## config.mk

```make
export PLATFORM = sky130hd
export DESIGN_NAME = stim_pattern_gen
export DESIGN_NICKNAME = d
export VERILOG_FILES = /design/src/rtl/stim_pkg.sv /design/src/rtl/stim_pattern_step.sv /design/src/rtl/stim_pattern_gen.sv
export SDC_FILE = /design/constraint.sdc
export NUM_CORES = 1
export LEC_CHECK = 0
export ABC_AREA = 1
export CORE_MARGIN = 2
export CORE_UTILIZATION = 35
export CTS_CLUSTER_DIAMETER = 150
export DETAILED_ROUTE_END_ITERATION = 8
export PLACE_DENSITY = 0.59
export SYNTH_ARGS = -nofsm -noshare
export SYNTH_HDL_FRONTEND = slang
export SYNTH_HIERARCHICAL = 1
export SYNTH_SLANG_ARGS = --single-unit
```

## constraint.sdc

```tcl
create_clock -name clk -period 3.3 [get_ports clk]
set_input_delay 0.66 -clock clk [delete_from_list [all_inputs] [get_ports clk]]
set_output_delay 0.66 -clock clk [all_outputs]
set_load 0.02 [all_outputs]
```

## src/rtl/stim_pkg.sv

```systemverilog
// Shared encodings for the stimulus pattern generator: step modes, FSM states
// and the seed value restored by reset.
package stim_pkg;

    typedef enum logic [1:0] {
        MODE_ROL  = 2'd0,
        MODE_ROR  = 2'd1,
        MODE_INC  = 2'd2,
        MODE_HOLD = 2'd3
    } mode_e;

    typedef enum logic [1:0] {
        ST_IDLE = 2'd0,
        ST_RUN  = 2'd1,
        ST_DONE = 2'd2
    } state_e;

    localparam int SEED_RST = 1;

endpackage

```

## src/rtl/stim_pattern_step.sv

```systemverilog
// Combinational seed update: computes the next pattern word from the current
// seed and the step mode.
module stim_pattern_step
    import stim_pkg::*;
#(
    parameter int WIDTH = 8
) (
    input  logic [WIDTH-1:0] seed,
    input  mode_e            mode,
    output logic [WIDTH-1:0] next_seed
);

    always_comb begin
        // NOTE: default assignment first so every path drives next_seed and no latch is inferred.
        next_seed = seed;
        case (mode)
            MODE_ROL:  next_seed = {seed[WIDTH-2:0], seed[WIDTH-1]};
            MODE_ROR:  next_seed = {seed[0], seed[WIDTH-1:1]};
            MODE_INC:  next_seed = seed + WIDTH'(1);
            MODE_HOLD: next_seed = seed;
            default:   next_seed = seed;
        endcase
    end

endmodule

```

## src/rtl/stim_pattern_gen.sv

```systemverilog
// Burst stimulus source: emits a run of pattern words over a valid/ready
// handshake, stepping a loadable seed after each accepted beat.
module stim_pattern_gen
    import stim_pkg::*;
#(
    parameter int WIDTH   = 8,
    parameter int BURST_W = 4
) (
    input  logic               clk,
    input  logic               reset_n,
    input  logic               load,
    input  logic [WIDTH-1:0]   load_data,
    input  logic [1:0]         mode,
    input  logic               start,
    input  logic [BURST_W-1:0] burst_len,
    output logic [WIDTH-1:0]   number,
    output logic               number_valid,
    input  logic               number_ready,
    output logic               busy,
    output logic               done
);

    // One extra bit so a zero burst_len can hold the full 2**BURST_W count.
    localparam int CNT_W = BURST_W + 1;

    state_e           state;
    mode_e            mode_q;
    logic [CNT_W-1:0] remaining;
    logic [WIDTH-1:0] next_seed;

    stim_pattern_step #(.WIDTH(WIDTH)) u_step (
        .seed      (number),
        .mode      (mode_q),
        .next_seed (next_seed)
    );

    // NOTE: sequential state uses non-blocking assignments only, so every flop samples pre-edge values.
    always_ff @(posedge clk or negedge reset_n) begin
        if (!reset_n) begin
            state        <= ST_IDLE;
            mode_q       <= MODE_ROL;
            remaining    <= '0;
            number       <= WIDTH'(SEED_RST);
            number_valid <= 1'b0;
            busy         <= 1'b0;
            done         <= 1'b0;
        end else begin
            case (state)
                ST_IDLE: begin
                    if (load) begin
                        number <= load_data;
                    end
                    if (start) begin
                        mode_q       <= mode_e'(mode);
                        remaining    <= (burst_len == '0) ? {1'b1, {BURST_W{1'b0}}}
                                                          : {1'b0, burst_len};
                        state        <= ST_RUN;
                        number_valid <= 1'b1;
                        busy         <= 1'b1;
                    end
                end
                ST_RUN: begin
                    if (number_valid && number_ready) begin
                        number    <= next_seed;
                        remaining <= remaining - CNT_W'(1);
                        if (remaining == CNT_W'(1)) begin
                            state        <= ST_DONE;
                            number_valid <= 1'b0;
                            done         <= 1'b1;
                        end
                    end
                end
                ST_DONE: begin
                    state <= ST_IDLE;
                    done  <= 1'b0;
                    busy  <= 1'b0;
                end
                default: begin
                    state        <= ST_IDLE;
                    number_valid <= 1'b0;
                    busy         <= 1'b0;
                    done         <= 1'b0;
                end
            endcase
        end
    end

endmodule

```

==> impl_metrics.ini <==
[min_path]
hp-class = reg -> reg

[critical_path]
worstReg2RegEnd = number[2]
cp_max_fo = 5
startpoint = number[0]
path_depth = 1
worst_ep_required_time_ps = 2640
ff2ff_setup_slack_ps = 1680
worst_ep_arrival_time_ps = 1470
crit_family = buffers and inverters
critical_path.slowest_cell = clkdlybuf4s50_1
worstPathCellList = clkdlybuf4s50_1
worst_setup_path_start_kind = flip-flop
reg2regPathDepth = 8
worst_setup_path_end_kind = primary output
slowest_delay_ps = 620
cp-endpoint = number[0]
cp.buffers_inverters = 1
critPathKind = reg -> out
r2r-start = number[0]

[place]
io_buffers = 29
routabilityCongestion = 0.848
dp_slack_ps = 1410
dp_hpwl_um = 2340

[clocking]
cts_resized = 0
post_cts_buffers = 0
cts_buffers = 3
clk_latency_ps = 260
cts_tree = yes
clk_root_buffer_cell = clkbuf_8
h-tree-depth = 1
cts_hold_buf = 0
cts.sink_count = 20
path_clk_slew_ps = 70
cts_buffer_depth = 2

[layout]
nNetsFinal = 254
fillCellCount = 421
area_growth_pct = 25.6
mostFrequentLayoutCells = 67 x nand2_1, 29 x clkdlybuf4s50_1, 22 x nand3_1
antenna_cells = 0
drive_gt1_frac = 0.0693
seq_area_um2 = 502
multi_input_area_um2 = 781
layout_commonest_cell = nand2_1

[drt]
drtPass1Iterations = 4
vias = 1350
routedWlPerCell_um = 11.1
top_layer = met4
postRouteAntennaNets = 0
drt-initial-drc-count = 71
dr_wl_met2_um = 1370
m1WireLength_um = 1600
viasPerCell = 4.80
drc_errors = 0
met3_wirelength_um = 106
totalWireLength_um = 3120

[timing]
final.period_utilization = 0.644
fin_tns_setup_ps = 0
finalWorstSetupSlack_ps = 1170
worst_pin_slew_ps = 932
whs_ps = 485
fin_worst_skew_ps = 5.30
min_period_ps = 2130
max_slew_margin = 0.376
drv_slew = 0
rsz0062_at_grt = no
finalSetupViolCount = 0
fmax_ghz = 0.470
hold_viol_final = 0

[power]
power_density_mw_per_mm2 = 1020
total_power_mw = 1.81
ir_drop_mv = 0.431
power.leakage_nw = 0.854

[grt]
gr-usage-all-layers = 0.156
antenna_found_initial = 0
grt_start_max_net_pins = 21
grt_pass1_vias = 1216
grt_pass1_wl_um = 5440
grt-ovfl-total = 0

[logic_synthesis]
syn-num-nets = 224
synth_top_area_cell = dfrtp_1
ys_types = 28
synth.top_cell.area_share = 0.337
synth_area_mm2 = 0.00141
yosys-top-cells-area = dfrtp_1 34%, nand2_1 18%, nand3_1 7.8%, inv_1 5.6%, nor2_1 4.5%
ys_seq_area_frac = 0.356
avgSynthCellArea_um2 = 6.98
synth_cells = 202
ys_ff_latch = 20
ys_warn_count = 6

[status]
outcome = finished clean

[floorplanning]
die-height_um = 67.5
die_width_um = 67.5
boundaryPins = 30
initial_utilization = 0.358
die_area_mm2 = 0.00455
num_rows = 23
coreArea_mm2 = 0.00394

[flow_run]
maxCapViolCount = 0
state kept, by name, summed over array words and instances (netlist names):
| signal | count |
|---|---|
| number | 8 |
| remaining | 5 |
| mode_q | 2 |
| state | 2 |
| busy | 1 |
| done | 1 |
| number_valid | 1 |
kinds of logic (layout without fill, tap and decap cells):
logic type	Yosys count	after routing	share of synthesized area
and+or+nand+nor	118	118	0.377
AOI/OAI and AO/OA	32	32	0.144
buffers and inverters	28	57	0.0905
DFF	20	20	0.356
adders and majority gates	3	3	0.0266
xor gates and xnor gates	1	1	0.00621
worst min path at each step:
stage / start / endpoint / slack, ps / cells past startpoint
3_3_place_gp: busy / busy / 470 / 2
4_1_cts: busy / busy / 490 / 2
5_1_grt: busy / busy / 510 / 2
3_5_place_dp: busy / busy / 470 / 2
6_report: busy / busy / 490 / 2
2_1_floorplan: reset_n / busy / 360 / 0
synthesized netlist by cell type:
cell type	number
a21o_1	1
a21oi_1	6
buf_2	1
buf_4	1
buf_6	1
clkbuf_8	1
dfrtp_1	19
dfstp_2	1
ha_1	3
inv_1	21
inv_2	3
nand2_1	67
nand2_2	2
nand2_4	3
nand3_1	22
nand3_2	2
nor2_1	17
nor2_4	2
nor3_1	1
o2111ai_1	1
o211ai_1	2
o21a_1	8
o21ai_0	8
o21bai_1	1
o221ai_1	1
o22ai_1	4
or2_1	2
xnor2_1	1
cell type report:
| class | instances | share of cell area |
|---|---|---|
| Timing Repair Buffer | 29 | 0.164 |
| Inverter | 24 | 0.0509 |
| Tap cell | 50 | 0.0353 |
| Sequential cell | 20 | 0.283 |
| Clock buffer | 4 | 0.0254 |
| Multi-Input combinational cell | 154 | 0.441 |
routing by layer:
layer / global-route usage / vias up
met5: 0 / -
met4: 0.0536 / 0
met3: 0.0217 / 5
met2: 0.235 / 24
met1: 0.227 / 613
li1: - / 708
metrics by stage:
step                instances   util  cell area [um^2]
finish                    281  0.449              1770
global route              281  0.449              1770
CTS                       281  0.449              1770
detailed placement        277  0.438              1730
global placement          277  0.438              1730
floorplan                 202      -              1410
worst min-delay path: cells and delay by family, from the launching register on:
family | cells | cell delay [ps]
flops | 1 | 350
simple gates | 2 | 100
report_power, final:
group / internal [mW] / switching [mW]
Clock: 0.0860 / 0.0804
Sequential: 0.374 / 0.167
Combinational: 0.465 / 0.639
No activity file was read; power rests on OpenSTA's default activity.
